`config.mk`:
```
export PLATFORM = sky130hd
export DESIGN_NAME = altivec_issue_arbiter
export DESIGN_NICKNAME = d
export VERILOG_FILES = /design/src/rtl/altivec_issue_arbiter.sv
export SDC_FILE = /design/constraint.sdc
export NUM_CORES = 1
export LEC_CHECK = 0
export ABC_AREA = 1
export CORE_AREA = 3 3 615 617
export DETAILED_ROUTE_END_ITERATION = 12
export DIE_AREA = 0 0 618 620
export DONT_BUFFER_PORTS = 1
export PLACE_DENSITY_LB_ADDON = 0.25
export SLEW_MARGIN = 20
export SYNTH_ARGS = -nofsm -noshare
export SYNTH_HDL_FRONTEND = slang
export SYNTH_SLANG_ARGS = --single-unit
```
`constraint.sdc`:
```
create_clock -name clk -period 3.39 [get_ports clk]
set_clock_uncertainty 0.2 [all_clocks]
set_input_delay 0.678 -clock clk [delete_from_list [all_inputs] [get_ports clk]]
set_output_delay 0.678 -clock clk [all_outputs]
set_load 0.005 [all_outputs]
```
`src/rtl/altivec_issue_arbiter.sv`:
```
// Round-robin issue arbiter sharing one vector execution unit among NUM_REQ requesters.
// Issued requester IDs are queued in order so each result is routed back to its owner.
module altivec_issue_arbiter #(
    parameter int NUM_REQ   = 4,
    parameter int OUT_DEPTH = 4
) (
    input  logic                          clk,
    input  logic                          rst,
    input  logic [NUM_REQ-1:0]            req_valid,
    output logic [NUM_REQ-1:0]            req_ready,
    input  logic [NUM_REQ*128-1:0]        req_vra,
    input  logic [NUM_REQ*128-1:0]        req_vrb,
    input  logic [NUM_REQ*8-1:0]          req_ins,
    input  logic [NUM_REQ-1:0]            req_rc,
    output logic [127:0]                  vra,
    output logic [127:0]                  vrb,
    output logic [7:0]                    ins,
    output logic                          rc,
    output logic                          vra_en,
    output logic                          vrb_en,
    output logic                          ins_en,
    input  logic                          dut_busy,
    input  logic                          vrt_en,
    input  logic [127:0]                  vrt,
    output logic [NUM_REQ-1:0]            rsp_valid,
    output logic [127:0]                  rsp_vrt,
    output logic [$clog2(OUT_DEPTH):0]    outstanding,
    output logic                          err_orphan
);

    localparam int IDW = (NUM_REQ > 1) ? $clog2(NUM_REQ) : 1;
    localparam int PW  = (OUT_DEPTH > 1) ? $clog2(OUT_DEPTH) : 1;
    localparam int CW  = $clog2(OUT_DEPTH) + 1;

    logic [127:0] vra_arr [NUM_REQ];
    logic [127:0] vrb_arr [NUM_REQ];
    logic [7:0]   ins_arr [NUM_REQ];

    genvar gi;
    generate
        for (gi = 0; gi < NUM_REQ; gi++) begin : g_unpack
            assign vra_arr[gi] = req_vra[gi*128 +: 128];
            assign vrb_arr[gi] = req_vrb[gi*128 +: 128];
            assign ins_arr[gi] = req_ins[gi*8 +: 8];
        end
    endgenerate

    logic [IDW-1:0]     rr_ptr_q, rr_ptr_d;
    logic               granted_q, granted_d;
    logic [PW-1:0]      wr_ptr_q, wr_ptr_d;
    logic [PW-1:0]      rd_ptr_q, rd_ptr_d;
    logic [CW-1:0]      count_q, count_d;
    logic [127:0]       vra_q, vra_d;
    logic [127:0]       vrb_q, vrb_d;
    logic [7:0]         ins_q, ins_d;
    logic               rc_q, rc_d;
    logic               issue_en_q, issue_en_d;
    logic [NUM_REQ-1:0] rsp_valid_q, rsp_valid_d;
    logic [127:0]       rsp_vrt_q, rsp_vrt_d;
    logic               err_orphan_q, err_orphan_d;

    logic [IDW-1:0]     tag_mem [OUT_DEPTH];

    logic [IDW-1:0]     winner;
    logic [IDW-1:0]     cand;
    logic               found;
    logic               grant;
    logic               fifo_empty;
    logic               pop;
    logic [IDW-1:0]     head_id;

    // Round-robin search starting at the pointer, wrapping NUM_REQ-1 -> 0.
    always_comb begin
        winner = rr_ptr_q;
        cand   = '0;
        found  = 1'b0;
        for (int k = 0; k < NUM_REQ; k++) begin
            cand = IDW'((int'(rr_ptr_q) + k) % NUM_REQ);
            if (!found && req_valid[cand]) begin
                winner = cand;
                found  = 1'b1;
            end
        end
    end

    always_comb begin
        rr_ptr_d     = rr_ptr_q;
        granted_d    = 1'b0;
        wr_ptr_d     = wr_ptr_q;
        rd_ptr_d     = rd_ptr_q;
        count_d      = count_q;
        vra_d        = vra_q;
        vrb_d        = vrb_q;
        ins_d        = ins_q;
        rc_d         = rc_q;
        issue_en_d   = 1'b0;
        rsp_valid_d  = '0;
        rsp_vrt_d    = rsp_vrt_q;
        err_orphan_d = err_orphan_q;
        req_ready    = '0;

        // The forced bubble after each grant gives the unit a cycle to raise dut_busy.
        grant = found && !dut_busy && !granted_q && (count_q < CW'(OUT_DEPTH));

        fifo_empty = (count_q == '0);
        // A completion while empty is only legitimate if the same edge pushes a tag.
        pop        = vrt_en && (!fifo_empty || grant);
        head_id    = fifo_empty ? winner : tag_mem[rd_ptr_q];

        if (grant) begin
            req_ready  = (rst) ? (NUM_REQ'(1) << winner) : '0;
            granted_d  = 1'b1;
            rr_ptr_d   = (winner == IDW'(NUM_REQ - 1)) ? '0 : winner + IDW'(1);
            vra_d      = vra_arr[winner];
            vrb_d      = vrb_arr[winner];
            ins_d      = ins_arr[winner];
            rc_d       = req_rc[winner];
            issue_en_d = 1'b1;
            wr_ptr_d   = wr_ptr_q + PW'(1);
        end

        if (pop) begin
            rd_ptr_d    = rd_ptr_q + PW'(1);
            rsp_valid_d = NUM_REQ'(1) << head_id;
            rsp_vrt_d   = vrt;
        end else if (vrt_en) begin
            err_orphan_d = 1'b1;
        end

        case ({grant, pop})
            2'b10:   count_d = count_q + CW'(1);
            2'b01:   count_d = count_q - CW'(1);
            default: count_d = count_q;
        endcase
    end

    always_ff @(posedge clk) begin
        if (grant) begin
            tag_mem[wr_ptr_q] <= winner;
        end
    end

    always_ff @(posedge clk or negedge rst) begin
        if (!rst) begin
            rr_ptr_q     <= '0;
            granted_q    <= 1'b0;
            wr_ptr_q     <= '0;
            rd_ptr_q     <= '0;
            count_q      <= '0;
            vra_q        <= '0;
            vrb_q        <= '0;
            ins_q        <= '0;
            rc_q         <= 1'b0;
            issue_en_q   <= 1'b0;
            rsp_valid_q  <= '0;
            rsp_vrt_q    <= '0;
            err_orphan_q <= 1'b0;
        end else begin
            rr_ptr_q     <= rr_ptr_d;
            granted_q    <= granted_d;
            wr_ptr_q     <= wr_ptr_d;
            rd_ptr_q     <= rd_ptr_d;
            count_q      <= count_d;
            vra_q        <= vra_d;
            vrb_q        <= vrb_d;
            ins_q        <= ins_d;
            rc_q         <= rc_d;
            issue_en_q   <= issue_en_d;
            rsp_valid_q  <= rsp_valid_d;
            rsp_vrt_q    <= rsp_vrt_d;
            err_orphan_q <= err_orphan_d;
        end
    end

    assign vra         = vra_q;
    assign vrb         = vrb_q;
    assign ins         = ins_q;
    assign rc          = rc_q;
    assign vra_en      = issue_en_q;
    assign vrb_en      = issue_en_q;
    assign ins_en      = issue_en_q;
    assign rsp_valid   = rsp_valid_q;
    assign rsp_vrt     = rsp_vrt_q;
    assign outstanding = count_q;
    assign err_orphan  = err_orphan_q;

endmodule
```
==> flow_summary.json, run 1 <==
{
  "die_x_um": 618,
  "cts_tree": "done",
  "min_period_over_period": 1.11,
  "synth_top_cell_area_share": 0.353,
  "start_util": 0.0776,
  "cts_sinks": 416,
  "avgViaCountPerCell": 3.29,
  "synth_compound_area_frac": 0.00307,
  "timing.fmax_ghz": 0.265,
  "use_met1": 0.156,
  "synth_cell_types": 29,
  "period_needed_ns": 3.77,
  "power.switching_w": 0.0313,
  "clock_latency_ns": 0.82,
  "cp-end-kind": "output pin",
  "hold_ws_ns": -0.406,
  "antenna_found_initial": 206,
  "htreeDepth": 3,
  "hold_viol": 81,
  "ys_seq_elements": 416,
  "grt_pass1_vias": 32901,
  "drc": 0,
  "dp_hpwl_mm": 255,
  "status": "finished, violations left",
  "ant_nets": 0,
  "required_ns": 2.51,
  "synth_xor_area_frac": 0.00121,
  "syn_area_per_cell_um2": 6.11,
  "ios": 1604,
  "drive_gt1_frac": 0.0799,
  "via_count": 33813,
  "nNetsFinal": 6356,
  "hold_path.class": "primary input to async pin",
  "wl_per_cell_um": 29.2,
  "syn-cell-area_um2": 28900,
  "seq_power_share": 0.253,
  "power.internal_w": 0.0228,
  "synth_enable_flop_cells": 8,
  "drv_cap": 0,
  "p_clk_frac": 0.154,
  "yosys_warnings": 0,
  "gr-usage-all-layers": 0.148,
  "coreArea_um2": 372000,
  "synthCells": 4733,
  "syn_to_final_growth_pct": 51.4,
  "firstDrtPassIters": 6,
  "synth-simple-area-share": 0.502,
  "yosys-top-cells-count": "nand2_1 (2569), inv_1 (549), nand3_1 (543)",
  "setup_ws_ns": -0.380,
  "dieArea_um2": 383000,
  "regArea_um2": 10500,
  "path_class": "flip-flop to output pin",
  "rsz0062_at_grt": "true",
  "slew_viol_final": 0,
  "fill_cells": 43682,
  "busiest_layer": "met2",
  "met2_usage": 0.244,
  "peakVddDrop_mv": 0.644,
  "grt_pass1_wl_mm": 368,
  "wl_mm": 299,
  "fin_area_um2": 43700,
  "switching_share": 0.578,
  "yosysTopAreaCell": "dfrtp_1",
  "multi_input_area_um2": 15100,
  "synth.most_common_cell": "nand2_1",
  "ys.flop_type": "dfrtp_1",
  "grt_max_degree": 413,
  "violations": "hold timing, setup timing",
  "p_leak_nw": 21.8,
  "root_buffer": "clkbuf_16",
  "place_congestion": 0.899,
  "combinationalPowerShare": 0.593,
  "worstPathMaxFanout": 6,
  "muxShareOfSynthArea": 0,
  "drt-initial-drc-count": 2592,
  "fin_cells": 10266,
  "synth_top_family_by_area": "simple AND/OR/NAND/NOR gates",
  "finalSetupViolCount": 4,
  "cts_made_buffers": 75,
  "placed_cell_area_um2": 35900,
  "met3_usage": 0.0935,
  "synth-async-reset-ratio": 0.981,
  "worst_ep_arrival_time_ns": 2.89,
  "clkTransAtPathRegs_ns": 0.06,
  "clockBufferDepth": 4,
  "ys_top_cells_by_area": "dfrtp_1 (35%), nand2_1 (33%), nand3_1 (9.4%)",
  "p_per_area_nw_per_um2": 1240,
  "post-place-cells": 9576,
  "overflow": 0,
  "portBuffers": 0,
  "cp-start-kind": "flip-flop",
  "worst_pin_slew_ns": 0.879,
  "dieHeight_um": 620,
  "synth_nets": 5939,
  "rows": 224,
  "slew_headroom": 0.414,
  "ys_seq_area_frac": 0.362,
  "synth_adder_area_share": 0.00459
}
-- power groups by stage --
| stage | sequential [W] | clock (W) | combinational (W) |
|---|---|---|---|
| after floorplan | 0.00874 | 0 | 0.0179 |
| after global placement | 0.0145 | 0 | 0.0313 |
| after detailed placement | 0.0144 | 0 | 0.0313 |
| after CTS | 0.0144 | 0.00879 | 0.0327 |
| after global routing | 0.0146 | 0.00887 | 0.0359 |
| final | 0.0137 | 0.00834 | 0.0321 |
-- flip-flops by register name, indices dropped and copies added (netlist names) --
| name | flops |
|---|---|
| rsp_valid | 4 |
| rr_ptr_q | 2 |
| rd_ptr_q | 2 |
| wr_ptr_q | 2 |
| rsp_vrt | 128 |
| ins | 8 |
| vra | 128 |
| rc | 1 |
| outstanding | 3 |
| vrb | 128 |
| err_orphan | 1 |
| tag_mem | 8 |
| ins_en | 1 |
-- layout make-up --
class,instances,area share
antenna,90,0.00515
clock buffer,96,0.0475
clock inverter,35,0.0108
inverter,553,0.0482
multi-input combinational,3437,0.344
sequential,416,0.239
tap,4972,0.142
timing repair buffer,667,0.163
-- per-layer routing --
| metal | part of all wire | routed length, µm | vias up |
|---|---|---|---|
| li1 | - | - | 15270 |
| met5 | 0.0023 | 674 | - |
| met1 | 0.35 | 106000 | 16291 |
| met3 | 0.15 | 45300 | 497 |
| met4 | 0.030 | 8960 | 100 |
| met2 | 0.46 | 139000 | 1655 |
-- what timing repair did --
action / 4_1_cts / 5_1_grt
buffers inserted: 22 / 5
pin swaps: 17 / 11
hold buffers: 440 / 1
endpoints found under the setup margin: 4 / 126
gates resized for setup: 67 / 27
endpoints found under the hold margin: 677 / 302
gates cloned: 1 / 2
-- cell usage in the layout (no fill, tap or decap), drive strengths merged, types with 2 or more instances in the layout --
cell | Yosys | final
nor3 | 2 | 2
xor2 | 2 | 2
diode | 0 | 90
clkinv | 0 | 18
nand3 | 543 | 543
nor2 | 20 | 20
bufinv | 0 | 9
clkinvlp | 0 | 5
xnor2 | 2 | 2
nand2 | 2573 | 2573
ha | 9 | 9
nand3b | 265 | 265
dlygate4sd3 | 0 | 440
clkbuf | 110 | 98
edfxtp | 8 | 8
buf | 217 | 225
o22ai | 2 | 2
nand4 | 3 | 3
o21ai | 11 | 11
dfrtp | 408 | 408
inv | 553 | 556
-- through the flow --
stage | setup WS, ns | util | setup TNS [ns] | total power [W]
CTS | -0.537 | 0.116 | -25.87 | 0.0558
global placement | -0.0523 | 0.0964 | -0.0523 | 0.0458
detailed placement | -0.00432 | 0.0964 | -0.00432 | 0.0457
global route | -0.550 | 0.117 | -2.12 | 0.0593
floorplan | 0.282 | - | 0 | 0.0267
finish | -0.380 | 0.117 | -1.48 | 0.0541
-- cell families after synthesis --
group,after synthesis
XOR/XNOR,4
AND/OR/NAND/NOR,3407
buffers and inverters,880
flip-flops,416
AO/OA/AOI/OAI,16
adder cells (fa/ha/maj),10
-- critical path, cell delays in order (launching register included) --
cell	delay [ns]
dfrtp_2	0.46
buf_8	0.17
nand2_1	0.07
nand3_1	0.08
nand2_1	0.18
nand4_1	0.15
buf_6	0.17
nand2_4	0.09
nand2_4	0.05
nand2_4	0.08
nand2_8	0.11
ha_4	0.19
nand2_1	0.06
nor2_2	0.04
buf_4	0.14
-- path summary, 6_finish.rpt --
kind	startpoint	to	slack [ns]	cells after the start
hold / removal	rst	rsp_vrt[112]	-0.41	1
min in group clk	req_vrb[29]	vrb[29]	0.07	6
hold reg to reg	vrb[127]	vrb[127]	0.31	2
setup reg to reg	rr_ptr_q[0]	vra[86]	0.14	15
max in group asynchronous	rst	vrb[75]	1.46	3
setup / recovery	rr_ptr_q[0]	req_ready[2]	-0.38	14
No activity file was read; power rests on OpenSTA's default activity.
==> inputs of run 2 (changes only) <==
--- a/config.mk
+++ b/config.mk
@@ -11,6 +11,7 @@
 export DIE_AREA = 0 0 618 620
 export DONT_BUFFER_PORTS = 1
 export PLACE_DENSITY_LB_ADDON = 0.25
+export RECOVER_POWER = 50
 export SLEW_MARGIN = 20
 export SYNTH_ARGS = -nofsm -noshare
 export SYNTH_HDL_FRONTEND = slang
==> run 2 against run 1 <==
- largest power group unchanged
- non-clock buffer count is the same
- via count is essentially flat
- critical path depth is the same
- the flow still finishes with violations (hold timing, setup timing)
- sequential power is essentially flat
- first-iteration DRC count is essentially flat
- global-route usage is the same
==> flow_summary.json, run 2 (synthesis results as in run 1) <==
{
  "rows": 224,
  "dieArea_um2": 383000,
  "drt-initial-drc-count": 2593,
  "cts_sinks": 416,
  "cp-end-kind": "output pin",
  "finalSetupViolCount": 4,
  "worstPathMaxFanout": 6,
  "placed_cell_area_um2": 35900,
  "mostFrequentLayoutCell": "nand2_1",
  "nNetsFinal": 6356,
  "p_per_area_nw_per_um2": 1240,
  "worst_pin_slew_ns": 0.879,
  "slew_viol_final": 0,
  "drv_cap": 0,
  "root_buffer": "clkbuf_16",
  "tns_ns": -1.47,
  "syn_to_final_growth_pct": 51.3,
  "grt_pass1_vias": 32901,
  "ant_nets": 0,
  "clock_latency_ns": 0.82,
  "fin_cells": 10266,
  "wl_per_cell_um": 29.2,
  "dp_hpwl_mm": 255,
  "grt_pass1_wl_mm": 368,
  "place_congestion": 0.899,
  "overflow": 0,
  "portBuffers": 0,
  "fin_area_um2": 43700,
  "htreeDepth": 3,
  "drive_gt1_frac": 0.0797,
  "min_period_over_period": 1.11,
  "via_count": 33810,
  "start_util": 0.0776,
  "drc": 0,
  "hold_ws_ns": -0.406,
  "dieHeight_um": 620,
  "gr-usage-all-layers": 0.148,
  "hold_path.class": "primary input to async pin",
  "cts_made_buffers": 75,
  "wl_mm": 299,
  "grt_max_degree": 413,
  "setup_ws_ns": -0.380,
  "antenna_found_initial": 206,
  "fill_cells": 43681,
  "path_class": "flip-flop to output pin",
  "clockBufferDepth": 4,
  "period_needed_ns": 3.77,
  "required_ns": 2.51,
  "p_leak_nw": 21.8,
  "finish.utilization": 0.117,
  "cts_tree": "done",
  "peakVddDrop_mv": 0.644,
  "rsz0062_at_grt": "true",
  "worst_ep_arrival_time_ns": 2.89,
  "die_x_um": 618,
  "cp-start-kind": "flip-flop",
  "final_cell_mix": "nand2_1 (2535), inv_1 (542), nand3_1 (539), dlygate4sd3_1 (440), dfrtp_1 (405)",
  "hold_viol": 81,
  "ios": 1604,
  "violations": "hold timing, setup timing",
  "clkTransAtPathRegs_ns": 0.06,
  "post-place-cells": 9576,
  "reg2reg_slack_ns": 0.14,
  "firstDrtPassIters": 6,
  "slew_headroom": 0.414,
  "status": "finished, violations left",
  "avgViaCountPerCell": 3.29,
  "timing.fmax_ghz": 0.265,
  "coreArea_um2": 372000
}
-- run 2: path summary, 6_finish.rpt --
kind,end,cells after the start,start
setup reg to reg,vra[86],15,rr_ptr_q[0]
setup / recovery,req_ready[2],14,rr_ptr_q[0]
min in group clk,vrb[29],6,req_vrb[29]
hold / removal,rsp_vrt[112],1,rst
hold reg to reg,vrb[127],2,vrb[127]
max in group asynchronous,vrb[75],3,rst
-- run 2: per-stage QoR --
step,setup WS (ns),power [W]
final,-0.380,0.0541
after global routing,-0.550,0.0593
after global placement,-0.0523,0.0458
after detailed placement,-0.00432,0.0457
after CTS,-0.537,0.0558
after floorplan,0.282,0.0267
-- run 2: cell type report --
cell class	instances	area (µm²)	share of cell area
tap	4972	6220	0.142
multi-input combinational	3437	15100	0.344
sequential	416	10500	0.239
clock buffer	96	2080	0.0475
antenna	90	225	0.00515
timing repair buffer	667	7120	0.163
inverter	553	2110	0.0482
clock inverter	35	473	0.0108
-- run 2: repair_timing --
item	CTS	global route
hold buffers	440	1
hold endpoints to repair	677	302
resized for setup	67	27
pin swaps	17	11
endpoints found under the setup margin	4	126
setup buffers	22	5
gates cloned	1	2
-- run 2: critical path: stages (launching register included) --
cell     delay [ns]
dfrtp_2        0.46
buf_8          0.17
nand2_1        0.07
nand3_1        0.08
nand2_1        0.18
nand4_1        0.15
buf_6          0.17
nand2_4        0.09
nand2_4        0.05
nand2_4        0.08
nand2_8        0.11
ha_4           0.19
nand2_1        0.06
nor2_2         0.04
buf_4          0.14
-- run 2: per-layer routing --
metal | share of wire | vias to the layer above | track usage
met2 | 0.46 | 1655 | 0.244
li1 | - | 15270 | -
met3 | 0.15 | 497 | 0.0935
met4 | 0.030 | 100 | 0.0381
met5 | 0.0023 | - | 0
met1 | 0.35 | 16288 | 0.156
-- run 2: power breakdown --
group          switching [W]  total, W  internal, W  leakage, nW
Clock                0.00331   0.00834      0.00503         1.24
Combinational         0.0216    0.0321       0.0105         15.5
Sequential           0.00640    0.0137      0.00727         5.02
